<file path="src/rtl/imem_ctrl_if.sv">
// Loader, RAM-port and fetch signals of the instruction-memory controller.
// The slave modport is the controller side; master is its surroundings.
interface imem_ctrl_if #(
    parameter int unsigned ADDR_W = 12,
    parameter int unsigned DATA_W = 32
);
    logic              ld_valid;
    logic [ADDR_W-1:0] ld_addr;
    logic [DATA_W-1:0] ld_data;
    logic              ld_ready;
    logic              ld_done;
    logic [ADDR_W:0]   ld_cnt;
    logic              load_req;
    logic [ADDR_W-1:0] mem_addr;
    logic              mem_we;
    logic [DATA_W-1:0] mem_wdata;
    logic [DATA_W-1:0] mem_rdata;
    logic              stall;
    logic              redirect;
    logic [ADDR_W-1:0] redirect_pc;
    logic              run;
    logic [DATA_W-1:0] inst;
    logic [ADDR_W-1:0] inst_pc;
    logic              inst_valid;

    modport master (
        output ld_valid, ld_addr, ld_data, ld_done, load_req,
        output mem_rdata, stall, redirect, redirect_pc,
        input  ld_ready, ld_cnt, mem_addr, mem_we, mem_wdata,
        input  run, inst, inst_pc, inst_valid
    );

    modport slave (
        input  ld_valid, ld_addr, ld_data, ld_done, load_req,
        input  mem_rdata, stall, redirect, redirect_pc,
        output ld_ready, ld_cnt, mem_addr, mem_we, mem_wdata,
        output run, inst, inst_pc, inst_valid
    );
endinterface

</file>
<file path="src/rtl/imem_ctrl.sv">
// Instruction-RAM port arbiter: loader writes in LOAD, sequential/redirected fetch in RUN.
// Fetch latency 1 cycle, 1 inst/cycle; loader never waits in LOAD, stall re-reads the held word.
module imem_ctrl #(
    parameter int unsigned ADDR_W   = 12,
    parameter int unsigned DATA_W   = 32,
    parameter int unsigned RESET_PC = 0,
    parameter bit          BOOT_RUN = 1'b0
) (
    input logic        clk,
    input logic        rst_n,
    imem_ctrl_if.slave bus
);
    typedef enum logic [1:0] {S_LOAD, S_START, S_RUN} state_t;
    typedef logic [DATA_W-1:0] word_t;

    localparam logic [ADDR_W-1:0] PC0     = ADDR_W'(RESET_PC);
    localparam logic [ADDR_W-1:0] PC_ONE  = 1;
    localparam logic [ADDR_W:0]   CNT_ONE = 1;

    state_t            state, state_nxt;
    logic [ADDR_W-1:0] pc_f, pc_d;
    logic              vld_d;
    logic [ADDR_W:0]   ld_cnt_q;

    always_ff @(posedge clk or negedge rst_n) begin
        if (!rst_n) state <= BOOT_RUN ? S_START : S_LOAD;
        else        state <= state_nxt;
    end

    always_comb begin
        state_nxt = state;
        case (state)
            S_LOAD:  if (bus.ld_done) state_nxt = S_START;
            S_START: state_nxt = S_RUN;
            S_RUN:   if (bus.load_req) state_nxt = S_LOAD;
            default: state_nxt = S_LOAD;
        endcase
    end

    always_ff @(posedge clk or negedge rst_n) begin
        if (!rst_n) begin
            pc_f     <= PC0;
            pc_d     <= PC0;
            vld_d    <= 1'b0;
            ld_cnt_q <= '0;
        end else begin
            case (state)
                S_LOAD: begin
                    // Top bit set means exactly 2^ADDR_W writes: hold there.
                    if (bus.ld_valid && !ld_cnt_q[ADDR_W]) ld_cnt_q <= ld_cnt_q + CNT_ONE;
                end
                S_START: begin
                    pc_d  <= PC0;
                    pc_f  <= PC0 + PC_ONE;
                    vld_d <= 1'b1;
                end
                S_RUN: begin
                    if (bus.load_req) begin
                        ld_cnt_q <= '0;
                        vld_d    <= 1'b0;
                    end else if (bus.redirect) begin
                        pc_d <= bus.redirect_pc;
                        pc_f <= bus.redirect_pc + PC_ONE;
                    end else if (!bus.stall) begin
                        pc_d <= pc_f;
                        pc_f <= pc_f + PC_ONE;
                    end
                end
                default: ;
            endcase
        end
    end

    // Strobes are qualified by rst_n so reset blocks a write without waiting for an edge.
    always_comb begin
        bus.mem_addr   = pc_f;
        bus.mem_we     = 1'b0;
        bus.mem_wdata  = word_t'(bus.ld_data);
        bus.ld_ready   = 1'b0;
        bus.ld_cnt     = ld_cnt_q;
        bus.run        = 1'b0;
        bus.inst       = bus.mem_rdata;
        bus.inst_pc    = pc_d;
        bus.inst_valid = 1'b0;
        case (state)
            S_LOAD: begin
                bus.ld_ready = rst_n;
                bus.mem_we   = rst_n & bus.ld_valid;
                bus.mem_addr = bus.ld_addr;
            end
            S_START: bus.mem_addr = PC0;
            S_RUN: begin
                bus.run        = rst_n;
                bus.inst_valid = rst_n & vld_d;
                if (bus.load_req)      bus.mem_addr = pc_f;
                else if (bus.redirect) bus.mem_addr = bus.redirect_pc;
                else if (bus.stall)    bus.mem_addr = pc_d;
                else                   bus.mem_addr = pc_f;
            end
            default: ;
        endcase
    end
endmodule

</file>
<file path="src/flat_wrapper.sv">
// flat-port wrapper written by rule: the top's interface ports become plain ports
module imem_ctrl_flat 
#(
    parameter int unsigned ADDR_W   = 12,
    parameter int unsigned DATA_W   = 32,
    parameter int unsigned RESET_PC = 0,
    parameter bit          BOOT_RUN = 1'b0
)
  (clk, rst_n, bus_ld_valid, bus_ld_addr, bus_ld_data, bus_ld_done, bus_load_req, bus_mem_rdata, bus_stall, bus_redirect, bus_redirect_pc, bus_ld_ready, bus_ld_cnt, bus_mem_addr, bus_mem_we, bus_mem_wdata, bus_run, bus_inst, bus_inst_pc, bus_inst_valid);
  imem_ctrl_if #(.ADDR_W(ADDR_W), .DATA_W(DATA_W)) bus_i ();
  input logic clk;
  input logic rst_n;
  input wire logic [$bits(bus_i.ld_valid)-1:0] bus_ld_valid;
  input wire logic [$bits(bus_i.ld_addr)-1:0] bus_ld_addr;
  input wire logic [$bits(bus_i.ld_data)-1:0] bus_ld_data;
  input wire logic [$bits(bus_i.ld_done)-1:0] bus_ld_done;
  input wire logic [$bits(bus_i.load_req)-1:0] bus_load_req;
  input wire logic [$bits(bus_i.mem_rdata)-1:0] bus_mem_rdata;
  input wire logic [$bits(bus_i.stall)-1:0] bus_stall;
  input wire logic [$bits(bus_i.redirect)-1:0] bus_redirect;
  input wire logic [$bits(bus_i.redirect_pc)-1:0] bus_redirect_pc;
  output wire logic [$bits(bus_i.ld_ready)-1:0] bus_ld_ready;
  output wire logic [$bits(bus_i.ld_cnt)-1:0] bus_ld_cnt;
  output wire logic [$bits(bus_i.mem_addr)-1:0] bus_mem_addr;
  output wire logic [$bits(bus_i.mem_we)-1:0] bus_mem_we;
  output wire logic [$bits(bus_i.mem_wdata)-1:0] bus_mem_wdata;
  output wire logic [$bits(bus_i.run)-1:0] bus_run;
  output wire logic [$bits(bus_i.inst)-1:0] bus_inst;
  output wire logic [$bits(bus_i.inst_pc)-1:0] bus_inst_pc;
  output wire logic [$bits(bus_i.inst_valid)-1:0] bus_inst_valid;
  assign bus_i.ld_valid = bus_ld_valid;
  assign bus_i.ld_addr = bus_ld_addr;
  assign bus_i.ld_data = bus_ld_data;
  assign bus_i.ld_done = bus_ld_done;
  assign bus_i.load_req = bus_load_req;
  assign bus_i.mem_rdata = bus_mem_rdata;
  assign bus_i.stall = bus_stall;
  assign bus_i.redirect = bus_redirect;
  assign bus_i.redirect_pc = bus_redirect_pc;
  assign bus_ld_ready = bus_i.ld_ready;
  assign bus_ld_cnt = bus_i.ld_cnt;
  assign bus_mem_addr = bus_i.mem_addr;
  assign bus_mem_we = bus_i.mem_we;
  assign bus_mem_wdata = bus_i.mem_wdata;
  assign bus_run = bus_i.run;
  assign bus_inst = bus_i.inst;
  assign bus_inst_pc = bus_i.inst_pc;
  assign bus_inst_valid = bus_i.inst_valid;
  imem_ctrl #(.ADDR_W(ADDR_W), .DATA_W(DATA_W), .RESET_PC(RESET_PC), .BOOT_RUN(BOOT_RUN)) u_core (.clk(clk), .rst_n(rst_n), .bus(bus_i));
endmodule
</file>
<file path="config.mk">
export PLATFORM = sky130hd
export DESIGN_NAME = imem_ctrl_flat
export DESIGN_NICKNAME = d
export VERILOG_FILES = /design/src/rtl/imem_ctrl_if.sv /design/src/rtl/imem_ctrl.sv /design/src/flat_wrapper.sv
export SDC_FILE = /design/constraint.sdc
export NUM_CORES = 1
export LEC_CHECK = 0
export ABC_AREA = 1
export BUFFER_PORTS_ARGS = -buffer_cell sky130_fd_sc_hd__buf_2
export CORE_MARGIN = 1
export CORE_UTILIZATION = 30
export DETAILED_ROUTE_END_ITERATION = 12
export GPL_ROUTABILITY_DRIVEN = 0
export SYNTH_ARGS = -nofsm -noshare
export SYNTH_HDL_FRONTEND = slang
export SYNTH_SLANG_ARGS = --single-unit
</file>
<file path="constraint.sdc">
create_clock -name clk -period 1.7 [get_ports clk]
set_clock_uncertainty 0.15 [all_clocks]
set_input_delay 0.17 -clock clk [delete_from_list [all_inputs] [get_ports clk]]
set_output_delay 0.17 -clock clk [all_outputs]
set_load 0.01 [all_outputs]
</file>
==> summary.txt <==
Outcome
  • Outcome: complete, but fails checks
  • Failing checks: setup timing

Synth
  • Cell area after synthesis: 0.00346 mm2
  • FF+latch count, synth: 40
  • Count of mapped cells out of synthesis: 463
  • Synth Area in Simple Gates: 26.0%
  • Ys Warns: 0
  • Mux share of post-synthesis cell area: 0%
  • Syn Nets: 565
  • Largest family of logic cells by synthesized area: simple AND/OR/NAND/NOR gates
  • Post-synthesis compound-gate area fraction: 19.0%
  • Yosys top cell area share: 29.0%
  • Post-Synth XOR/XNOR Area: 0.507%
  • Synth top area cells: dfrtp_1, buf_4, nand2_1
  • Yosys top cell by area: dfrtp_1
  • Mean Syn Cell Area: 7.47 um2
  • Synth Area in Adders: 2.53%
  • Seq/Total Area, Yosys: 29.0%
  • Post-synthesis cell type count: 34

Detailed routing
  • WL final: 10.2 mm
  • Vias: 3277
  • Drt wl/cell: 15.3 um
  • DR pass1 iterations: 4
  • DR vias/cell: 4.90
  • DRC viols: 0
  • Iter 0 DRT Violations: 208
  • Final ANT Viol Nets: 0

Pwr
  • Clk pwr share: 13.2%
  • Cell Pwr Density: 1680 mW/mm2
  • Pint: 4000 uW
  • Psw: 3390 uW
  • Sw Ratio: 45.9%
  • Logic pwr share: 65.2%
  • Leakage dissipation: 0.00218 uW
  • Sequential Power Share: 21.6%
  • VDD IR max: 0.831 mV

Die
  • Core area: 0.0110 mm2
  • Ports: 200
  • Row count: 38
  • Die width: 109 um
  • DIE AREA: 0.0120 mm2
  • Initial Util: 31.3%
  • Die Y: 109 um

Setup path
  • FF-to-FF path depth: 11
  • Setup Crit Path Kind: flop to output pin
  • Buf/Inv on CP: 5
  • Endpoint class of the critical path: output pin
  • Reg2reg start: u_core.state[0]$_DFFE_PN0P_
  • Worst Path Arrival: 1.74 ns
  • Crit-path max FO: 5
  • Worst path max stage delay: 0.39 ns
  • Crit path cell chain: inv_2, ha_4, inv_4, nor2_4, inv_4, buf_8, a21oi_4, o21ai_1, o21ai_1, buf_2
  • R2r setup slk: -0.26 ns
  • CP delay by family, top: buffers and inverters
  • Worst EP required: 1.38 ns
  • Crit start category: flop
  • R2r endpoint: u_core.bus.ld_cnt[7]$_DFFE_PN0P_
  • Crit path max-delay cell type: dfrtp_1

Timing
  • Slew headroom: 69.2%
  • RSZ-0062 raised after global routing: yes
  • Final worst path period need: 2.06 ns
  • Setup violations, final: 42
  • Fin. Hold Viols: 0
  • Worst hold slack: 0.149 ns
  • Setup ws final: -0.363 ns
  • Peak Freq: 485 MHz
  • Max Slew Vio Count: 0
  • Final worst-path cycle share: 121%
  • Transition time of the tightest slew-check pin: 0.463 ns

Global routing
  • Total routing usage reported by global routing: 17.0%
  • Initial antenna violation count: 0
  • Number of global-route vias before repair: 3148
  • Largest net degree at the start of global routing: 34
  • GRT overflow: 0
  • Global-route wire length before repair: 15.8 mm

Clock tree
  • CTS tree: yes
  • Cts bufs inserted: 5
  • CTS root buf: clkbuf_16
  • Clk slew on worst S/H paths: 0.06 ns
  • Htree depth: 2
  • Clock net sink count: 40
  • Clk_lat worst skew: 0.28 ns
  • Clock Path Buffers: 2

Finish
  • Area added between synthesis and finish: 27.0%
  • Nets: 630
  • Share of cells above drive strength 1: 41.2%
  • Cell area after layout: 0.00439 mm2
  • Antenna diode count: 0
  • Fill cell count: 1132
  • Layout Cells excl Fill: 669

Placement
  • HPWL after DPL: 7.31 mm
  • Port buffer count: 71
  • Placed Area: 0.00383 mm2
  • Placed insts: 646

Hold path
  • Hold crit path type: input pin to asynchronous set/reset pin

Flow run
  • Max-Cap Viols: 0
synthesized netlist by cell type, drive strengths merged:
| cell | count |
|---|---|
| buf | 72 |
| clkbuf | 6 |
| nand2 | 115 |
| nor2 | 27 |
| xnor2 | 2 |
| inv | 55 |
| nand4 | 12 |
| o21bai | 3 |
| dfrtp | 40 |
| nand3 | 19 |
| o22ai | 3 |
| a21oi | 21 |
| ha | 7 |
| o31ai | 1 |
| a22o | 12 |
| clkinv | 1 |
| o21ai | 62 |
| a22oi | 1 |
| nor3 | 4 |
metal layers:
| layer | track usage [%] | vias up | wire (um) |
|---|---|---|---|
| met1 | 22.1 | 1514 | 4340 |
| met3 | 3.26 | 37 | 692 |
| met2 | 27.2 | 153 | 4850 |
| li1 | - | 1573 | - |
| met4 | 7.71 | 0 | 365 |
| met5 | 0 | - | 0 |
power groups by stage:
stage | Sequential [uW] | Combinational (uW) | Clock [uW]
4_1_cts | 1590 | 4190 | 1000
3_5_place_dp | 1600 | 3760 | 0
6_report | 1590 | 4820 | 975
5_1_grt | 1650 | 5230 | 1040
2_1_floorplan | 1650 | 2250 | 0
3_3_place_gp | 1590 | 3700 | 0
sequential cells by signal, indices dropped and copies added (netlist names):
register	flops
u_core.bus.inst_pc	12
u_core.bus.ld_cnt	13
u_core.pc_f	12
u_core.state	2
u_core.vld_d	1
worst max path at each step:
stage | startpoint | end | slack (ns) | cells after the start
CTS | u_core.state[0]$_DFFE_PN0P_ | bus_mem_addr[10] | -0.34 | 10
finish | u_core.state[0]$_DFFE_PN0P_ | bus_mem_addr[10] | -0.36 | 10
global route | u_core.state[0]$_DFFE_PN0P_ | bus_mem_addr[4] | -0.43 | 10
detailed placement | u_core.state[1]$_DFFE_PN0P_ | bus_mem_addr[10] | -0.1 | 10
global placement | u_core.state[1]$_DFFE_PN0P_ | bus_mem_addr[10] | -0.04 | 10
floorplan | u_core.state[0]$_DFFE_PN0P_ | bus_mem_addr[5] | -0.06 | 10
kinds of logic after synthesis:
family | Yosys count
AO/OA/AOI/OAI | 103
XOR/XNOR | 2
buffers and inverters | 134
flip-flops | 40
adder cells (fa/ha/maj) | 7
AND/OR/NAND/NOR | 177
placed cells by master (no fill, tap or decap), drive strengths merged:
cell         instances
buf                133
nand2              115
o21ai               62
inv                 57
dfrtp               40
nor2                27
a21oi               21
nand3               19
nand4               12
a22o                12
clkbuf               9
ha                   7
nor3                 4
o21bai               3
o22ai                3
xnor2                2
a22oi                1
o31ai                1
dlygate4sd3          1
layout make-up:
class	instances	area, um2	area share [%]
multi-input combinational	289	1850	42.1
sequential	40	1000	22.8
timing repair buffer	135	988	22.5
inverter	56	225	5.13
tap	140	175	3.99
clock buffer	8	146	3.33
timing repair inverter	1	6.26	0.142
timing repair:
item | 4_1_cts | 5_1_grt
setup endpoints to repair | 38 | 44
cloned | 2 | 1
gates resized for setup | 25 | 49
pin swaps | 7 | 17
hold buffers | 1 | 0
setup buffers | 9 | 8
endpoints found under the hold margin | 7 | 0
per-stage QoR:
stage | power, uW | TNS (ns) | util, % | worst slack, ns
6_report | 7390 | -7.72 | 39.8 | -0.363
2_1_floorplan | 3900 | -0.594 | - | -0.0567
3_3_place_gp | 5300 | -0.318 | 34.7 | -0.0449
5_1_grt | 7920 | -11.48 | 39.8 | -0.429
3_5_place_dp | 5370 | -1.27 | 34.7 | -0.0972
4_1_cts | 6770 | -4.14 | 37.7 | -0.337
Power figures use the tool's default switching activity.
